$ cat config.mk
export PLATFORM = sky130hd
export DESIGN_NAME = rs_param
export DESIGN_NICKNAME = d
export VERILOG_FILES = /design/src/rtl/rs_param.sv
export SDC_FILE = /design/constraint.sdc
export NUM_CORES = 1
export LEC_CHECK = 0
export ABC_AREA = 1
export CORE_MARGIN = 1.5
export CORE_UTILIZATION = 55
export CTS_CLUSTER_DIAMETER = 60
export DETAILED_ROUTE_END_ITERATION = 7
export PLACE_DENSITY_LB_ADDON = 0.2
export RECOVER_POWER = 50
export SYNTH_ARGS = -nofsm -noshare
export SYNTH_HDL_FRONTEND = slang
export SYNTH_SLANG_ARGS = --single-unit
$ cat constraint.sdc
create_clock -name clk -period 29.4 [get_ports clk]
set_input_delay 5.88 -clock clk [delete_from_list [all_inputs] [get_ports clk]]
set_output_delay 5.88 -clock clk [all_outputs]
set_load 0.02 [all_outputs]
$ cat src/rtl/rs_param.sv
// Parametrised reservation station: buffers renamed micro-ops for one functional unit,
// wakes sources from NUM_CDB broadcast ports and issues the oldest ready op.
module rs_param #(
    parameter int DEPTH     = 8,
    parameter int NUM_CDB   = 2,
    parameter int PREG_W    = 7,
    parameter int ROB_TAG_W = 4,
    parameter int PAYLOAD_W = 96,
    parameter int CNT_W     = $clog2(DEPTH + 1)
) (
    input  logic                        clk,
    input  logic                        rst,
    input  logic                        flush_i,
    input  logic                        disp_valid_i,
    output logic                        disp_ready_o,
    input  logic [PAYLOAD_W-1:0]        disp_payload_i,
    input  logic [ROB_TAG_W-1:0]        disp_rob_tag_i,
    input  logic [PREG_W-1:0]           disp_rs1_tag_i,
    input  logic [PREG_W-1:0]           disp_rs2_tag_i,
    input  logic                        disp_rs1_ready_i,
    input  logic                        disp_rs2_ready_i,
    input  logic [NUM_CDB-1:0]          cdb_valid_i,
    input  logic [NUM_CDB*PREG_W-1:0]   cdb_tag_i,
    output logic                        issue_valid_o,
    input  logic                        issue_ready_i,
    output logic [PAYLOAD_W-1:0]        issue_payload_o,
    output logic [ROB_TAG_W-1:0]        issue_rob_tag_o,
    output logic [PREG_W-1:0]           issue_rs1_tag_o,
    output logic [PREG_W-1:0]           issue_rs2_tag_o,
    output logic [CNT_W-1:0]            count_o
);

    logic [DEPTH-1:0]     valid_q, valid_d, rs1_rdy_q, rs1_rdy_d, rs2_rdy_q, rs2_rdy_d;
    logic [PREG_W-1:0]    rs1_tag_q [DEPTH];
    logic [PREG_W-1:0]    rs1_tag_d [DEPTH];
    logic [PREG_W-1:0]    rs2_tag_q [DEPTH];
    logic [PREG_W-1:0]    rs2_tag_d [DEPTH];
    logic [ROB_TAG_W-1:0] rob_q [DEPTH];
    logic [ROB_TAG_W-1:0] rob_d [DEPTH];
    logic [PAYLOAD_W-1:0] pay_q [DEPTH];
    logic [PAYLOAD_W-1:0] pay_d [DEPTH];
    // older_q[i][j] set means entry i was dispatched before entry j
    logic [DEPTH-1:0]     older_q [DEPTH];
    logic [DEPTH-1:0]     older_d [DEPTH];
    logic [CNT_W-1:0]     count_q, count_d;

    logic [DEPTH-1:0]     cand_s, blk_s, sel_s, wr_oh_s;
    logic                 found_s, disp_fire_s, issue_fire_s;

    function automatic logic cdb_hit(input logic [PREG_W-1:0]         tag,
                                     input logic [NUM_CDB-1:0]        vld,
                                     input logic [NUM_CDB*PREG_W-1:0] tags);
        logic hit;
        hit = 1'b0;
        for (int k = 0; k < NUM_CDB; k++) begin
            hit = hit | (vld[k] && (tags[k*PREG_W +: PREG_W] == tag));
        end
        return hit;
    endfunction

    // Oldest-ready select: a candidate is blocked by any older candidate
    always_comb begin
        cand_s = valid_q & rs1_rdy_q & rs2_rdy_q;
        blk_s  = '0;
        sel_s  = '0;
        for (int i = 0; i < DEPTH; i++) begin
            for (int j = 0; j < DEPTH; j++) begin
                blk_s[i] = blk_s[i] | ((i != j) && cand_s[j] && older_q[j][i]);
            end
            sel_s[i] = cand_s[i] & ~blk_s[i];
        end
    end

    // Issue mux, handshakes and lowest-free slot pick
    always_comb begin
        disp_ready_o    = (count_q != CNT_W'(DEPTH));
        issue_valid_o   = (|cand_s) && !flush_i && !rst;
        issue_fire_s    = issue_valid_o && issue_ready_i;
        disp_fire_s     = disp_valid_i && disp_ready_o && !flush_i;
        count_o         = count_q;
        issue_payload_o = '0;
        issue_rob_tag_o = '0;
        issue_rs1_tag_o = '0;
        issue_rs2_tag_o = '0;
        found_s         = 1'b0;
        wr_oh_s         = '0;
        for (int i = 0; i < DEPTH; i++) begin
            issue_payload_o = issue_payload_o | (pay_q[i]     & {PAYLOAD_W{sel_s[i]}});
            issue_rob_tag_o = issue_rob_tag_o | (rob_q[i]     & {ROB_TAG_W{sel_s[i]}});
            issue_rs1_tag_o = issue_rs1_tag_o | (rs1_tag_q[i] & {PREG_W{sel_s[i]}});
            issue_rs2_tag_o = issue_rs2_tag_o | (rs2_tag_q[i] & {PREG_W{sel_s[i]}});
            wr_oh_s[i]      = !valid_q[i] && !found_s;
            found_s         = found_s | !valid_q[i];
        end
    end

    // Entry next-state: dispatch write with bypass, wakeup, issue free, flush
    always_comb begin
        valid_d   = valid_q;
        rs1_rdy_d = rs1_rdy_q;
        rs2_rdy_d = rs2_rdy_q;
        rs1_tag_d = rs1_tag_q;
        rs2_tag_d = rs2_tag_q;
        rob_d     = rob_q;
        pay_d     = pay_q;
        older_d   = older_q;
        count_d   = count_q;
        for (int i = 0; i < DEPTH; i++) begin
            if (disp_fire_s && wr_oh_s[i]) begin
                valid_d[i]   = 1'b1;
                rs1_rdy_d[i] = disp_rs1_ready_i | cdb_hit(disp_rs1_tag_i, cdb_valid_i, cdb_tag_i);
                rs2_rdy_d[i] = disp_rs2_ready_i | cdb_hit(disp_rs2_tag_i, cdb_valid_i, cdb_tag_i);
                rs1_tag_d[i] = disp_rs1_tag_i;
                rs2_tag_d[i] = disp_rs2_tag_i;
                rob_d[i]     = disp_rob_tag_i;
                pay_d[i]     = disp_payload_i;
            end else begin
                valid_d[i]   = valid_q[i] & ~(issue_fire_s & sel_s[i]);
                rs1_rdy_d[i] = rs1_rdy_q[i] | cdb_hit(rs1_tag_q[i], cdb_valid_i, cdb_tag_i);
                rs2_rdy_d[i] = rs2_rdy_q[i] | cdb_hit(rs2_tag_q[i], cdb_valid_i, cdb_tag_i);
                rs1_tag_d[i] = rs1_tag_q[i];
                rs2_tag_d[i] = rs2_tag_q[i];
                rob_d[i]     = rob_q[i];
                pay_d[i]     = pay_q[i];
            end
            for (int j = 0; j < DEPTH; j++) begin
                older_d[i][j] = (disp_fire_s && wr_oh_s[j]) ? (i != j) :
                                ((disp_fire_s && wr_oh_s[i]) ? 1'b0 : older_q[i][j]);
            end
        end
        if (flush_i) begin
            valid_d = '0;
            count_d = '0;
        end else begin
            case ({disp_fire_s, issue_fire_s})
                2'b10:   count_d = count_q + CNT_W'(1);
                2'b01:   count_d = count_q - CNT_W'(1);
                default: count_d = count_q;
            endcase
        end
    end

    // Control state with synchronous reset
    always_ff @(posedge clk) begin
        if (rst) begin
            valid_q <= '0;
            count_q <= '0;
        end else begin
            valid_q <= valid_d;
            count_q <= count_d;
        end
    end

    // Entry contents and age matrix; only meaningful where valid_q is set
    always_ff @(posedge clk) begin
        rs1_rdy_q <= rs1_rdy_d;
        rs2_rdy_q <= rs2_rdy_d;
        rs1_tag_q <= rs1_tag_d;
        rs2_tag_q <= rs2_tag_d;
        rob_q     <= rob_d;
        pay_q     <= pay_d;
        older_q   <= older_d;
    end

endmodule

==> impl_metrics.csv <==
group,metric,value,unit
cells_and_area,finalInstanceArea,49150,sq um
clocking,cts_hold_buf,0,
sta,setup_slack,15.79,ns
clocking,cts_root_buffer,"sky130_fd_sc_hd__clkbuf_16",
drt,top_layer,"met5",
clocking,tritoncts.num_buffers,102,
placed_design,dp.final_hpwl,66930,microns
setup_path,timing.critical_path.fanout_max,11,
sta,fmax,73.46,MHz
placed_design,routabilityCongestion,0.9587,
synth,synth_enable_flop_cells,912,
sta,drv_slew,146,
setup_path,worst_setup_path_end_kind,"output port",
clocking,cts_buffer_depth,3,
cells_and_area,layout.nets,4251,
sta,finalClockSkew,0.02496,ns
drt,drtIter0Drc,3649,
global_routing,grt_pass1_wl,187100,microns
pwr,power-per-cell-area,59.55,nW/um^2
synth,ys_seq_elements,996,
placed_design,number_of_input_and_output_port_buffers_inserted,256,
floorplanning,die_area,79270,sq um
clocking,post_cts.resized_instances,0,
cells_and_area,postLayoutCoreUtil,64.40,%
setup_path,crit_type,"in -> out",
floorplanning,floorplan.io_pins,257,
sta,setup_viol_count_final,0,
setup_path,critPathLaunchType,"input port",
sta,max_slew.worst_pin.slew,3.749,ns
synth,ys_async_sr_fraction,0,%
sta,hold_violations,0,
synth,synth_seq_area_share,68.12,%
setup_path,timing.critical_path.required,23.52,ns
synth,mappedNetlistNets,4070,
drt,detail_route.wirelength,128600,microns
floorplanning,dieHeight,281.5,microns
drt,first_pass_iters,7,
pwr,ir_drop,0.00004223,V
hold_path,hold_path_class,"reg -> reg",
drt,detailroute.via_count,31890,
drt,detailroute.wirelength.met3,14040,microns
clocking,path_clk_slew,0.05,ns
drt,average_routed_wire_per_standard_cell,24.56,microns
pwr,static-leakage-power,18.65,nW
setup_path,crit_chain,"dlygate4sd3_1 -> nor2_1 -> inv_1 -> a21oi_1 -> clkdlybuf4s50_1",
floorplanning,fp-row-count,101,
status,outcome,"complete, but fails checks",
synth,mappedNetlistArea,42670,sq um
clocking,htree_num_levels,3,
global_routing,grt_max_degree,115,
sta,min_period,13.61,ns
clocking,postCtsSetupBuffers,0,
drt,wl_met2,59590,microns
drt,wire_length_the_detailed_router_placed_on_met1,49230,microns
global_routing,antenna_found_initial,25,
cells_and_area,area_growth,15.19,%
sta,slew-limit-headroom,-150.0,%
setup_path,critical_path.max_stage_delay,0.62,ns
global_routing,track_usage,32.14,%
synth,yosysUniqueCellTypes,35,
floorplanning,placeableCoreArea,76330,sq um
synth,synth-warning-count,0,
sta,rsz_0062_raised_after_global_routing,"no",
cells_and_area,drive_gt1_share,5.673,%
clocking,cts_tree,"built",
synth,synthesis.area_per_instance,10.86,sq um
status,violations_in_the_final_reports,"capacitance limit, slew limit",
global_routing,grt_overflow_total,0,
drt,drt-vias-per-instance,6.090,
placed_design,placement.setup.worst_slack,15.94,ns
drt,post-route-drc-count,0,
sta,timing.setup.tns,0,ns
global_routing,number_of_global_route_vias_before_repair,30300,
synth,ys_dominant_reg_cell,"sky130_fd_sc_hd__edfxtp_1",
floorplanning,initial_utilization,55.91,%
drt,ant_nets,0,
clocking,cts.sink_count,996,
synth,syn-instance-count,3929,
setup_path,worst_path_max_delay_cell,"sky130_fd_sc_hd__clkdlybuf4s50_1",
clocking,clkLatencyLatePin,0.67,ns
setup_path,arrival,7.73,ns
setup_path,worstPathBufferInverterCount,3,
setup_path,crit_family,"buffers and inverters",
cells_and_area,num-fill-cells,5905,
floorplanning,die-width,281.5,microns
sta,post-route-period-util,46.30,%
placed_design,area_post_placement,45890,sq um
run,drv_cap,5,
## kinds of logic after synthesis
logic type,synth area share (%)
XOR/XNOR,1.355
AND/OR/NAND/NOR,23.76
buffers and inverters,4.120
flip-flops,68.12
AO/OA/AOI/OAI,2.513
adder cells (fa/ha/maj),0.1349
## cell type report
type	instances	area (sq um)	share of cell area [%]
Antenna cell	11	27.53	0.05600
Clock buffer	126	2684	5.460
Clock inverter	63	585.6	1.191
Inverter	146	563.0	1.145
Multi-Input combinational cell	2550	11940	24.29
Sequential cell	996	29070	59.14
Tap cell	1030	1289	2.622
Timing Repair Buffer	314	2999	6.101
## metal layers
layer / vias up / track usage (%)
met1: 15220 / 42.32
met2: 2033 / 51.20
li1: 14210 / -
met4: 24 / 15.40
met5: - / 0
met3: 404 / 6.787
## state kept, by name, indices dropped and copies added, names as in the netlist
name	count
pay_q	768
older_q	56
rs1_tag_q	56
rs2_tag_q	56
rob_q	32
rs1_rdy_q	8
rs2_rdy_q	8
valid_q	8
count_o	4
## synthesized netlist by cell type, types with 5 or more instances
library cell	number	area, sq um
sky130_fd_sc_hd__nand3_1	947	4740
sky130_fd_sc_hd__nand2_1	935	3510
sky130_fd_sc_hd__edfxtp_1	912	27390
sky130_fd_sc_hd__nor2_1	263	987.2
sky130_fd_sc_hd__inv_1	134	503.0
sky130_fd_sc_hd__buf_2	131	655.6
sky130_fd_sc_hd__dfxtp_1	84	1682
sky130_fd_sc_hd__o21ai_0	75	375.4
sky130_fd_sc_hd__clkbuf_1	62	232.7
sky130_fd_sc_hd__nor3_1	39	195.2
sky130_fd_sc_hd__nand4_1	38	237.7
sky130_fd_sc_hd__a21oi_1	37	185.2
sky130_fd_sc_hd__and3_1	35	219.0
sky130_fd_sc_hd__xor2_1	35	306.5
sky130_fd_sc_hd__xnor2_1	31	271.5
sky130_fd_sc_hd__o211ai_1	30	225.2
sky130_fd_sc_hd__o21ai_1	21	105.1
sky130_fd_sc_hd__buf_4	19	142.6
sky130_fd_sc_hd__o22ai_1	18	112.6
sky130_fd_sc_hd__buf_1	12	45.04
sky130_fd_sc_hd__buf_6	11	123.9
sky130_fd_sc_hd__or2_2	9	56.30
sky130_fd_sc_hd__o21bai_1	8	60.06
sky130_fd_sc_hd__inv_2	7	26.28
sky130_fd_sc_hd__nor2_2	7	43.79
sky130_fd_sc_hd__nor2_4	7	78.83
sky130_fd_sc_hd__clkinv_1	5	18.77
sky130_fd_sc_hd__nand3b_1	5	37.54
## worst paths after layout
path,from,endpoint,slack [ns],cells after the start
max,flush_i,issue_valid_o,15.79,5
min,older_q[43]$_SDFFE_PP1P_,older_q[43]$_SDFFE_PP1P_,0.44,2
max reg2reg,count_o[1]$_SDFFE_PP0P_,rs1_rdy_q[3]$_DFF_P_,24.55,9
min reg2reg,older_q[43]$_SDFFE_PP1P_,older_q[43]$_SDFFE_PP1P_,0.44,2
## where the power goes
part	switching (mW)	internal, mW	leakage, nW
Clock	0.535	0.729	1.60
Sequential	0.00641	1.56	8.92
Combinational	0.0657	0.0318	8.13
## per-stage QoR
| step | hold WS (ns) | power (mW) | instances |
|---|---|---|---|
| 4_1_cts | 0.4465 | 2.934 | 5225 |
| 3_5_place_dp | 0.4322 | 1.693 | 5036 |
| 2_1_floorplan | 0.4191 | 1.637 | 3929 |
| 5_1_grt | 0.4576 | 2.998 | 5234 |
| 6_report | 0.4422 | 2.927 | 5236 |
| 3_3_place_gp | 0.4281 | 1.691 | 5036 |
## worst register-to-register path, cell delays in order (launching register included)
cell and delay [ns]:
sky130_fd_sc_hd__dfxtp_1 0.38, sky130_fd_sc_hd__inv_1 0.10, sky130_fd_sc_hd__nand4_1 0.13, sky130_fd_sc_hd__nand2_1 0.28, sky130_fd_sc_hd__nor3_1 0.30, sky130_fd_sc_hd__clkbuf_1 1.99, sky130_fd_sc_hd__buf_4 0.79, sky130_fd_sc_hd__inv_1 0.50
sky130_fd_sc_hd__o21ai_0 0.19, sky130_fd_sc_hd__nand2_1 0.07
## layout by cell type, fill, tap and decap left out, types with 24 or more instances in the layout
master and count:
sky130_fd_sc_hd__a21oi_1 37, sky130_fd_sc_hd__and3_1 35, sky130_fd_sc_hd__buf_4 54, sky130_fd_sc_hd__clkbuf_1 24, sky130_fd_sc_hd__clkbuf_16 103, sky130_fd_sc_hd__clkdlybuf4s50_1 140, sky130_fd_sc_hd__clkinv_1 34, sky130_fd_sc_hd__dfxtp_1 84
sky130_fd_sc_hd__dlygate4sd3_1 116, sky130_fd_sc_hd__edfxtp_1 912, sky130_fd_sc_hd__inv_1 132, sky130_fd_sc_hd__nand2_1 936, sky130_fd_sc_hd__nand3_1 947, sky130_fd_sc_hd__nand4_1 38, sky130_fd_sc_hd__nor2_1 256, sky130_fd_sc_hd__nor3_1 39
sky130_fd_sc_hd__o211ai_1 30, sky130_fd_sc_hd__o21ai_0 75, sky130_fd_sc_hd__xnor2_1 31, sky130_fd_sc_hd__xor2_1 35
No activity file was read; power rests on OpenSTA's default activity.
